File: config.mk
export PLATFORM = sky130hd
export DESIGN_NAME = uart_tx_arbiter
export DESIGN_NICKNAME = d
export VERILOG_FILES = /design/src/rtl/uart_tx_arbiter.sv
export SDC_FILE = /design/constraint.sdc
export NUM_CORES = 1
export LEC_CHECK = 0
export ABC_AREA = 1
export CAP_MARGIN = 20
export CORE_UTILIZATION = 40
export CTS_BUF_LIST = sky130_fd_sc_hd__clkbuf_16
export DETAILED_ROUTE_END_ITERATION = 12
export PLACE_DENSITY = 0.78
export SLEW_MARGIN = 15
export SYNTH_ARGS = -nofsm -noshare
export SYNTH_HDL_FRONTEND = slang
export SYNTH_SLANG_ARGS = --single-unit
File: constraint.sdc
create_clock -name clk -period 2.2 [get_ports clk]
set_clock_uncertainty 0.15 [all_clocks]
set_input_delay 0.44 -clock clk [delete_from_list [all_inputs] [get_ports clk]]
set_output_delay 0.44 -clock clk [all_outputs]
set_load 0.03 [all_outputs]
File: src/rtl/uart_tx_arbiter.sv
// uart_tx_arbiter: shares one uart_tx among N_REQ requesters, round-robin.
//
// Purpose
//   Picks one requester, launches its byte into uart_tx with a one-cycle
//   DATA_VALID pulse, holds the frame fields steady and follows Busy until
//   the frame ends (done) or Busy never rises (timeout_err).
//
// Ports
//   clk, reset          single clock, synchronous active-high reset
//   req                 per-requester request, held until done/err
//   req_data            byte i at [8*i+7:8*i]
//   req_par_en          per-requester parity enable
//   req_par_typ         per-requester parity type
//   gnt                 one-hot grant, launch to frame end
//   done                one-cycle pulse to the winner on frame end
//   timeout_err         one-cycle pulse when Busy never rose
//   DATA_VALID          launch pulse to uart_tx
//   P_DATA              byte to uart_tx
//   PAR_EN, PAR_TYP     parity controls to uart_tx
//   Busy                uart_tx busy flag
module uart_tx_arbiter #(
    parameter int N_REQ   = 4,
    parameter int TIMEOUT = 15
) (
    input  logic               clk,
    input  logic               reset,
    input  logic [N_REQ-1:0]   req,
    input  logic [8*N_REQ-1:0] req_data,
    input  logic [N_REQ-1:0]   req_par_en,
    input  logic [N_REQ-1:0]   req_par_typ,
    output logic [N_REQ-1:0]   gnt,
    output logic [N_REQ-1:0]   done,
    output logic               timeout_err,
    output logic               DATA_VALID,
    output logic [7:0]         P_DATA,
    output logic               PAR_EN,
    output logic               PAR_TYP,
    input  logic               Busy
);

    localparam int PW = $clog2(N_REQ);
    localparam int TW = 8;

    typedef enum logic [1:0] {
        IDLE,
        LAUNCH,
        WAIT_BUSY,
        WAIT_DONE
    } state_t;

    state_t          state;
    state_t          state_nx;
    logic [PW-1:0]   rr_ptr;
    logic [PW-1:0]   rr_ptr_nx;
    logic [PW-1:0]   win;
    logic [PW-1:0]   win_nx;
    logic [TW-1:0]   tmo_cnt;
    logic [TW-1:0]   tmo_cnt_nx;
    logic [PW-1:0]   pick;
    logic            pick_vld;

    logic [N_REQ-1:0] gnt_nx;
    logic [N_REQ-1:0] done_nx;
    logic             tmo_err_nx;
    logic             dv_nx;
    logic [7:0]       pdata_nx;
    logic             par_en_nx;
    logic             par_typ_nx;

    // Modular add that also works when N_REQ is not a power of two.
    function automatic logic [PW-1:0] wrap_add(
        input logic [PW-1:0] a,
        input int            b
    );
        int s;
        s = int'(a) + b;
        if (s >= N_REQ) s = s - N_REQ;
        return PW'(s);
    endfunction

    // Round-robin scan: walk from the farthest offset down to rr_ptr so the
    // nearest set bit (starting at rr_ptr) is the last one written.
    always_comb begin
        pick     = rr_ptr;
        pick_vld = 1'b0;
        for (int k = N_REQ - 1; k >= 0; k--) begin
            if (req[wrap_add(rr_ptr, k)]) begin
                pick     = wrap_add(rr_ptr, k);
                pick_vld = 1'b1;
            end
        end
    end

    // State register and registered outputs.
    always_ff @(posedge clk) begin
        if (reset) begin
            state       <= IDLE;
            rr_ptr      <= '0;
            win         <= '0;
            tmo_cnt     <= '0;
            gnt         <= '0;
            done        <= '0;
            timeout_err <= 1'b0;
            DATA_VALID  <= 1'b0;
            P_DATA      <= 8'h00;
            PAR_EN      <= 1'b0;
            PAR_TYP     <= 1'b0;
        end else begin
            state       <= state_nx;
            rr_ptr      <= rr_ptr_nx;
            win         <= win_nx;
            tmo_cnt     <= tmo_cnt_nx;
            gnt         <= gnt_nx;
            done        <= done_nx;
            timeout_err <= tmo_err_nx;
            DATA_VALID  <= dv_nx;
            P_DATA      <= pdata_nx;
            PAR_EN      <= par_en_nx;
            PAR_TYP     <= par_typ_nx;
        end
    end

    // Next-state logic.
    always_comb begin
        state_nx = state;
        case (state)
            IDLE: begin
                if (pick_vld && !Busy) state_nx = LAUNCH;
            end
            LAUNCH: begin
                state_nx = WAIT_BUSY;
            end
            WAIT_BUSY: begin
                if (Busy)
                    state_nx = WAIT_DONE;
                else if (tmo_cnt == TW'(TIMEOUT - 1))
                    state_nx = IDLE;
            end
            WAIT_DONE: begin
                if (!Busy) state_nx = IDLE;
            end
            default: state_nx = IDLE;
        endcase
    end

    // Output/datapath next values; the frame fields only move at launch
    // so uart_tx can sample them at any point in the frame.
    always_comb begin
        gnt_nx     = gnt;
        done_nx    = '0;
        tmo_err_nx = 1'b0;
        dv_nx      = 1'b0;
        pdata_nx   = P_DATA;
        par_en_nx  = PAR_EN;
        par_typ_nx = PAR_TYP;
        win_nx     = win;
        rr_ptr_nx  = rr_ptr;
        tmo_cnt_nx = tmo_cnt;
        case (state)
            IDLE: begin
                if (pick_vld && !Busy) begin
                    win_nx       = pick;
                    gnt_nx       = '0;
                    gnt_nx[pick] = 1'b1;
                    pdata_nx     = req_data[int'(pick)*8 +: 8];
                    par_en_nx    = req_par_en[pick];
                    par_typ_nx   = req_par_typ[pick];
                    dv_nx        = 1'b1;
                end
            end
            LAUNCH: begin
                tmo_cnt_nx = '0;
            end
            WAIT_BUSY: begin
                if (!Busy) begin
                    if (tmo_cnt == TW'(TIMEOUT - 1)) begin
                        tmo_err_nx = 1'b1;
                        gnt_nx     = '0;
                        rr_ptr_nx  = wrap_add(win, 1);
                    end else begin
                        tmo_cnt_nx = tmo_cnt + 1'b1;
                    end
                end
            end
            WAIT_DONE: begin
                if (!Busy) begin
                    done_nx[win] = 1'b1;
                    gnt_nx       = '0;
                    rr_ptr_nx    = wrap_add(win, 1);
                end
            end
            default: begin
                gnt_nx = '0;
            end
        endcase
    end

endmodule

==> metrics.md, run 1 <==
| Metric | Value |
|---|---|
| Post-synthesis mux area share | `0%` |
| Final Util | `approximately 63%` |
| FILL cells | `478` |
| Placed Area | `approximately 3000 sq um` |
| Crit Path Max Fanout | `12` |
| Initial Utilization | `around two fifths` |
| Most frequent CP cell | `nand2_1` |
| Clock power frac | `between 20% and 30%` |
| Status | `complete, no violations` |
| Total GRT Usage | `21.3%` |
| Root buf cell | `clkbuf_16` |
| WL per Instance | `around 12 microns` |
| Longest Clk Path Bufs | `2` |
| Leak | `1.38 nW` |
| Largest family of logic cells by synthesized area | `simple AND/OR/NAND/NOR gates` |
| Fin. max-slew vios | `0` |
| Complex-gate fraction of the synthesized area | `under 10%` |
| Yosys warns | `0` |
| Via/cell ratio | `a little over 5` |
| Unique masters post-synth | `29` |
| Switch Pwr | `roughly 1.3 mW` |
| Max transition margin | `75.3%` |
| Count leader, synth | `nand2_1` |
| Post-synth EDFFs | `0` |
| Async SR Flop Fraction | `0%` |
| Post-synth top flop | `dfxtp_1` |
| Largest net degree at the start of global routing | `21` |
| WP data arrival | `~2.2 ns` |
| Setup TNS | `0 ns` |
| Post-route ant nets | `0` |
| Synth Area in Simple Gates | `between 40% and 50%` |
| Clk Latency, worst-skew pair | `between 0.2 and 0.3 ns` |
| Antenna violations before repair | `0` |
| Total internal power | `2.09 mW` |
| Most frequent cells after synthesis | `70 x nand2_1, 43 x nand3_1, 39 x nor2_1, 34 x dfxtp_1, 27 x inv_1` |
| Post-synthesis adder-cell area fraction | `about 6.4%` |
| Syn Inst Count | `317` |
| WHS | `around 0.32 ns` |
| Synthesized Nets | `between 300 and 400` |
| Antenna cells | `0` |
| Row count | `26` |
| Worst Setup Path Type | `input port to flip-flop` |
| Clock transition at the registers of the reported paths | `roughly 0.06 ns` |
| Mapped Area | `around 2200 sq um` |
| TritonCTS sink count | `34` |
| Yosys reg bits | `34` |
| Largest cells by area after synthesis | `dfxtp_1 32%, nand2_1 12%, nand3_1 10%` |
| Final wirelength | `5.78 mm` |
| H-tree Lvls | `2` |
| Post-Syn Area per Cell | `a little under 7 sq um` |
| Area share of the largest cell type after synthesis | `approximately a third` |
| DRT Pass-1 Iters | `4` |
| DP HPWL | `4.41 mm` |
| Final min period | `~2.1 ns` |
| XOR/XNOR Fraction of Synth Area | `1.62%` |
| Die X | `75.4 microns` |
| Placer Congestion | `~0.86` |
| Worst Path Required | `roughly 2.2 ns` |
| Sequential Power Share | `approximately a quarter` |
| Vias in the first global route | `between 2000 and 2500` |
| Nets@finish | `455` |
| Sw Share | `about two fifths` |
| Maximum clock rate | `approximately 0.47 GHz` |
| Top Ports | `67` |
| Post-cts hold buffer count | `0` |
| Register area share after synthesis | `between 30% and 40%` |
| Power density over cell area | `between 1000 and 1500 nW/um^2` |
| Port Buffers | `66` |
| DIE AREA | `5690 sq um` |
| Crit. End Element | `flip-flop` |
| Via Count | `around 2400` |
| Initial DRC count | `82` |
| Tcrit/Tclk final | `between 90% and 100%` |
| Proportion of layout cells with a drive suffix above 1 | `between 10% and 20%` |
| MaxCap Viol Count | `0` |
| Area Growth Syn to Fin | `49.9%` |
| Hold Path Class | `flip-flop to flip-flop` |
| Post-synth top area cell | `dfxtp_1` |
| GR Overflow Total | `0` |
| Critical Path Start Type | `input port` |
| Critical-path top delay cell | `clkdlybuf4s50_1` |
| Die height | `75.4 microns` |
| Final hold violation count | `0` |
| First-pass GRT wire length | `slightly above 9 mm` |
| Total core area | `5140 sq um` |
| Fin area | `around 3200 sq um` |
| Drc violations | `0` |
| Num CTS Buffers | `5` |
| Worst-Margin Slew | `~0.37 ns` |
| Crit path largest cell delay | `0.48 ns` |
| Final setup vio count | `0` |
| Pwr Total | `between 3 and 4 mW` |
| VDD IR max | `approximately 580 uV` |
| CTS tree | `built` |
| Critical path, cell by cell | `clkdlybuf4s50_1 -> inv_1 -> nand2_1 -> nand3_2 -> nand2_1 -> inv_1 -> nand2_1 -> nand3_2 -> buf_6 -> nand4_1 -> nand3_1 -> nor2_1 -> nor2_1` |
| Gate power share | `between 40% and 50%` |
==> worst max-delay path, delay by kind of cell <==
| kind | cells | cell delay, ns |
|---|---|---|
| buf+inv | 4 | 0.79 |
| simple gates | 9 | 0.91 |
==> registers in the layout, summed over array words and instances, names as in the netlist, 2 cells and up <==
name / flops
P_DATA: 8
done: 4
gnt: 4
rr_ptr: 2
state: 2
tmo_cnt: 8
win: 2
==> final cells by class <==
cell class	instances	area, sq um	share of cell area [%]
clock buffer	5	125	3.87
clock inverter	3	68.8	2.13
inverter	32	125	3.87
multi-input combinational	239	1290	39.8
sequential	34	682	21.1
tap	70	87.6	2.71
timing repair buffer	85	860	26.6
==> layer usage <==
| layer | wire length [microns] | track usage, % |
|---|---|---|
| met1 | 2400 | 24.5 |
| met2 | 2830 | 38.1 |
| met3 | 451 | 5.56 |
| met4 | 106 | 7.82 |
| met5 | 0 | 0 |
==> path summary, 6_finish.rpt <==
path	start	end	slack, ns	cells after the start
setup / recovery	req[0]	P_DATA[3]	0.08	13
hold / removal	gnt[0]	gnt[0]	0.32	2
setup reg to reg	rr_ptr[0]	P_DATA[3]	0.22	14
hold reg to reg	gnt[0]	gnt[0]	0.32	2
==> cell usage in the layout, fill, tap and decap left out, types with 2 or more instances in the layout <==
cell type / Yosys / layout
nand3_2: 4 / 8
nor2_1: 39 / 38
nand4_1: 14 / 14
dfxtp_1: 34 / 33
clkdlybuf4s50_1: 0 / 65
buf_12: 1 / 4
nor3_1: 3 / 3
bufinv_16: 0 / 2
inv_1: 27 / 27
buf_4: 1 / 14
a21oi_1: 16 / 16
nand3_1: 43 / 39
inv_2: 4 / 4
o21ai_0: 17 / 17
ha_1: 11 / 11
nand2_1: 70 / 67
clkbuf_16: 0 / 5
xor2_1: 3 / 3
nand2_2: 10 / 12
==> through the flow <==
stage                     worst slack, ns  cells
after global placement             -0.158    459
after floorplan                     0.457    317
after detailed placement           -0.193    459
after CTS                          0.0941    467
after global routing              -0.0242    468
final                              0.0778    468
==> kinds of logic (layout without fill, tap and decap cells) <==
kind of cell	after synthesis	after routing
AOI/OAI and AO/OA	36	36
xor gates and xnor gates	4	4
adders and majority gates	11	11
buffers and inverters	44	125
DFF	34	34
and+or+nand+nor	188	188
==> power by group through the flow <==
stage	registers (mW)	logic (mW)	clock network (mW)
finish	0.802	1.68	0.924
global placement	0.810	1.60	0
CTS	0.802	1.63	0.934
floorplan	0.944	0.907	0
detailed placement	0.813	1.62	0
global route	0.817	1.84	0.958
==> timing repair <==
item / 4_1_cts / 5_1_grt
setup endpoints to repair: 0 / 16
gates resized for setup: 0 / 12
setup buffers: 0 / 1
(Power assumes the default switching activity.)
==> run 2, diff against run 1 <==
clock period = 2.1 ns   (was 2.2 ns; I/O delays follow)
==> run 2 against run 1 <==
Sequential power rose by 4.7%. Via count fell by 0.21%. Global-route usage grew 0.53 points. Critical path type unchanged. Largest cell class unchanged. Largest power group unchanged.
==> metrics.md, run 2 (synthesis results as in run 1) <==
| Metric | Value |
|---|---|
| VDD IR max | `roughly 690 uV` |
| Tcrit/Tclk final | `a little over nine tenths` |
| Die X | `~75 microns` |
| DP HPWL | `4.38 mm` |
| Global-route met3 utilization | `under 10%` |
| MaxCap Viol Count | `0` |
| Final setup vio count | `0` |
| Maximum clock rate | `about 0.50 GHz` |
| Final non-filler cell total | `470` |
| Final wirelength | `between 5 and 6 mm` |
| TritonCTS sink count | `34` |
| Crit Path Max Fanout | `11` |
| Fin area | `~3300 sq um` |
| Die height | `~75 microns` |
| Antenna cells | `0` |
| Port Buffers | `66` |
| Max transition margin | `between 70% and 80%` |
| Pre-CTS setup slack | `-0.262 ns` |
| Post-CTS Setup Bufs | `0` |
| Global routing usage on met1 | `about 23%` |
| Worst Reg-to-Reg Cells | `13` |
| Initial Utilization | `between 40% and 50%` |
| Via Count | `approximately 2400` |
| Worst Setup Slack, final | `between 0.09 and 0.1 ns` |
| Placer Congestion | `0.885` |
| Pwr Total | `between 3 and 4 mW` |
| Total GRT Usage | `a little over a fifth` |
| DIE AREA | `approximately 5700 sq um` |
| Count of placed standard cells including taps | `460` |
| R2R Setup Slk | `0.14 ns` |
| R2R Path Start | `rr_ptr[0]` |
| Critical Path Start Type | `input port` |
| Multi-input logic area | `approximately 1300 sq um` |
| Clk Latency, worst-skew pair | `0.28 ns` |
| Drc violations | `0` |
| Proportion of layout cells with a drive suffix above 1 | `roughly 17%` |
| Top Ports | `67` |
| Antenna violations before repair | `0` |
| Longest Clk Path Bufs | `2` |
| Power density over cell area | `approximately 1100 nW/um^2` |
| WL per Instance | `around 13 microns` |
| FILL cells | `a little under 500` |
| Crit. End Element | `flip-flop` |
| Critical Path End | `P_DATA[3]` |
| Post-route ant nets | `0` |
| Fin. max-slew vios | `0` |
| GR Overflow Total | `0` |
| Worst-Margin Slew | `roughly 0.37 ns` |
| Leak | `1.43 nW` |
| Root buf cell | `clkbuf_16` |
| Hold Path Class | `flip-flop to flip-flop` |
| Initial DRC count | `about 110` |
| Clock transition at the registers of the reported paths | `about 0.060 ns` |
| Nets@finish | `around 460` |
| Most frequent cells in the layout | `66 x nand2_1, 63 x clkdlybuf4s50_1, 36 x nor2_1, 36 x nand3_1, 32 x dfxtp_1` |
| DRT Pass-1 Iters | `4` |
| Num CTS Buffers | `5` |
| Final min period | `2.01 ns` |
| Hold path start | `gnt[3]` |
| Largest net degree at the start of global routing | `23` |
| WP data arrival | `between 2 and 2.5 ns` |
| GR met2 Demand/Resource | `between 40% and 50%` |
| Final hold violation count | `0` |
| First-pass GRT wire length | `9.28 mm` |
| Status | `complete, no violations` |
| Critical path launch point | `req[2]` |
| Placed Area | `around 3000 sq um` |
| Regs by FF count | `P_DATA (8), tmo_cnt (8)` |
| Commonest non-fill, non-tap cell in the layout | `nand2_1` |
| Row count | `26` |
| Vias in the first global route | `roughly 2200` |
| Reg area | `a little under 700 sq um` |
| Area Growth Syn to Fin | `53.0%` |
| Worst Setup Path Type | `input port to flip-flop` |
| Via/cell ratio | `~5.0` |
| H-tree Lvls | `2` |
| Worst Path Required | `about 2.1 ns` |
| Total core area | `between 5000 and 6000 sq um` |
| Capturing point of the worst reg2reg path | `P_DATA[3]` |
| Gr busiest metal | `met2` |
| CTS tree | `built` |
==> run 2: cell type report <==
| type | instances | share of cell area [%] |
|---|---|---|
| clock buffer | 5 | 3.79 |
| clock inverter | 3 | 2.09 |
| tap | 70 | 2.65 |
| inverter | 32 | 3.79 |
| timing repair buffer | 87 | 27.3 |
| multi-input combinational | 239 | 39.7 |
| sequential | 34 | 20.7 |
==> run 2: power by group <==
group | internal [mW] | total [mW] | switching [mW]
clock network | 0.682 | 0.965 | 0.283
logic | 0.806 | 1.86 | 1.05
registers | 0.760 | 0.840 | 0.0797
==> run 2: stage by stage <==
| step | hold slack, ns | TNS (ns) | utilization (%) |
|---|---|---|---|
| 5_1_grt | 0.329 | -0.0119 | 64.2 |
| 3_3_place_gp | 0.300 | -2.45 | 58.3 |
| 3_5_place_dp | 0.307 | -3.37 | 58.3 |
| 2_1_floorplan | 0.297 | 0 | - |
| 4_1_cts | 0.315 | 0 | 62.1 |
| 6_report | 0.312 | 0 | 64.2 |
==> run 2: worst min-delay path by stage <==
stage / slack (ns) / depth (start not counted) / end
after global routing: 0.33 / 2 / gnt[3]
after detailed placement: 0.31 / 2 / gnt[3]
after global placement: 0.30 / 2 / gnt[3]
final: 0.31 / 2 / gnt[3]
after floorplan: 0.30 / 1 / tmo_cnt[0]
after CTS: 0.31 / 2 / gnt[3]
==> run 2: routing by layer <==
metal	vias up	routed length, microns
met5	-	0
met4	0	102
met3	9	393
met2	83	2980
met1	1064	2450
li1	1201	-
==> run 2: critical path, stage by stage <==
cell and delay, ns:
clkdlybuf4s50_1 0.47, inv_1 0.05, nand2_2 0.07, nand3_2 0.08, nand2_2 0.09, inv_2 0.04, nand2_1 0.04, nand2_1 0.06
nand3_2 0.10, nand2_4 0.11, buf_12 0.16, nand3_1 0.06, nand3_1 0.11, nor2_1 0.11, nor2_1 0.05
==> run 2: what timing repair did <==
item / CTS / global route
hold buffers: 0 / 0
endpoints found under the setup margin: 0 / 15
hold endpoints to repair: 0 / 0
gates resized for setup: 0 / 22
==> run 3, diff against run 2 <==
RECOVER_POWER = 25   (was not set)
==> run 3 against run 2 <==
Die area is the same. Flip-flop and latch count unchanged. Worst hold slack lost 0.00087 ns. Count of clock-buffer cells in the layout unchanged. Critical path type unchanged. Critical endpoint unchanged. Largest power group unchanged.
==> metrics.md, run 3 (synthesis results as in run 1) <==
| Metric | Value |
|---|---|
| Power density over cell area | `roughly 1100 nW/um^2` |
| Crit Path Max Fanout | `11` |
| Area Growth Syn to Fin | `52.6%` |
| Leak | `1.43 nW` |
| DRT Pass-1 Iters | `4` |
| Crit. End Element | `flip-flop` |
| Initial DRC count | `between 100 and 150` |
| Worst-Margin Slew | `between 0.3 and 0.4 ns` |
| Hold path start | `gnt[3]` |
| Global-route met3 utilization | `~7%` |
| R2R Setup Slk | `roughly 0.14 ns` |
| Die height | `75.4 microns` |
| FILL cells | `between 400 and 500` |
| Fin. max-slew vios | `0` |
| Post-route ant nets | `0` |
| Setup TNS | `0 ns` |
| Final hold violation count | `0` |
| Gr busiest metal | `met2` |
| VDD IR max | `685 uV` |
| Regs by FF count | `P_DATA (8), tmo_cnt (8)` |
| Global routing usage on met1 | `22.7%` |
| R2R Path Start | `rr_ptr[0]` |
| GR met2 Demand/Resource | `roughly 41%` |
| Status | `complete, no violations` |
| WP data arrival | `a little over 2 ns` |
| Largest net degree at the start of global routing | `23` |
| Max transition margin | `approximately 75%` |
| Root buf cell | `clkbuf_16` |
| Nets@finish | `457` |
| Final Util | `64.0%` |
| Post-CTS Setup Bufs | `0` |
| Critical Path Start Type | `input port` |
| DP HPWL | `~4.4 mm` |
| Total GRT Usage | `between 20% and 30%` |
| Worst Setup Path Type | `input port to flip-flop` |
| Clock transition at the registers of the reported paths | `0.06 ns` |
| Min-Delay Path Depth | `2` |
| Drc violations | `0` |
| Final setup vio count | `0` |
| Top Ports | `67` |
| Critical path launch point | `req[2]` |
| Capturing point of the worst reg2reg path | `P_DATA[3]` |
| Via/cell ratio | `between 5 and 6` |
| H-tree Lvls | `2` |
| Via Count | `2356` |
| Tcrit/Tclk final | `95.8%` |
| Num CTS Buffers | `5` |
| DIE AREA | `roughly 5700 sq um` |
| Worst Path Required | `approximately 2.1 ns` |
| Placed Area | `3000 sq um` |
| Die X | `75.4 microns` |
| Longest Clk Path Bufs | `2` |
| Most frequent cells in the layout | `66 x nand2_1, 59 x clkdlybuf4s50_1, 36 x nor2_1, 36 x nand3_1, 32 x dfxtp_1` |
| Multi-input logic area | `~1300 sq um` |
| Initial Utilization | `42.0%` |
| Proportion of layout cells with a drive suffix above 1 | `approximately 17%` |
| Reg area | `between 600 and 700 sq um` |
| Clk Latency, worst-skew pair | `around 0.28 ns` |
| Final wirelength | `between 5 and 6 mm` |
| CTS tree | `built` |
| Pre-CTS setup slack | `-0.262 ns` |
| Vias in the first global route | `2203` |
| Antenna violations before repair | `0` |
| Fin area | `approximately 3300 sq um` |
| Placer Congestion | `about 0.88` |
| Maximum clock rate | `between 0.4 and 0.5 GHz` |
| GR Overflow Total | `0` |
| WHS | `approximately 0.31 ns` |
| TritonCTS sink count | `34` |
| Worst Setup Slack, final | `roughly 0.09 ns` |
| Final min period | `a little over 2 ns` |
| MaxCap Viol Count | `0` |
| Hold path endpoint | `gnt[3]` |
| WL per Instance | `around 13 microns` |
| Total core area | `approximately 5000 sq um` |
| First-pass GRT wire length | `roughly 9.3 mm` |
| Antenna cells | `0` |
| Worst Reg-to-Reg Cells | `13` |
| Hold Path Class | `flip-flop to flip-flop` |
| Commonest non-fill, non-tap cell in the layout | `nand2_1` |
| Port Buffers | `66` |
| Row count | `26` |
## run 3: cell types whose count changed in the layout (fill, tap and decap cells not counted)
cell	previous run	this run
clkdlybuf4s50_1	63	59
dlygate4sd3_1	0	4
buf_4	14	12
clkbuf_1	0	2
## run 3: critical path, cell delays in order
cell,delay [ns]
clkdlybuf4s50_1,0.47
inv_1,0.05
nand2_2,0.07
nand3_2,0.08
nand2_2,0.09
inv_2,0.04
nand2_1,0.04
nand2_1,0.06
nand3_2,0.10
nand2_4,0.11
buf_12,0.16
nand3_1,0.06
nand3_1,0.11
nor2_1,0.11
nor2_1,0.05
## run 3: timing repair
item | in CTS | in global routing
gates resized for setup | 0 | 22
hold buffers | 0 | 0
endpoints found under the setup margin | 0 | 15
## run 3: routing by layer
metal | up-vias | routed length, microns
met3 | 6 | 381
li1 | 1204 | -
met1 | 1063 | 2470
met4 | 0 | 69
met5 | - | 0
met2 | 83 | 3010
## run 3: metrics by stage
stage               total power, mW  std cells
floorplan                      1.94        317
global placement               2.53        460
detailed placement             2.55        460
CTS                            3.54        468
global route                   3.87        470
finish                         3.64        470
## run 3: power breakdown
part / internal (mW) / switching [mW]
combinational: 0.792 / 1.05
sequential: 0.760 / 0.0800
clock: 0.682 / 0.282
total: 2.23 / 1.41
## run 3: layout make-up
class                      instances  area share [%]
multi-input combinational        239            39.8
tap                               70            2.66
clock buffer                       5            3.80
sequential                        34            20.8
timing repair buffer              87            27.1
inverter                          32            3.80
clock inverter                     3            2.09
## run 3: worst max-delay path by stage
stage	cells after the start	end	slack, ns
floorplan	15	P_DATA[1]	0.36
global placement	15	P_DATA[4]	-0.21
detailed placement	15	P_DATA[4]	-0.26
CTS	15	P_DATA[4]	0.02
global route	15	P_DATA[3]	-0.01
finish	15	P_DATA[3]	0.09
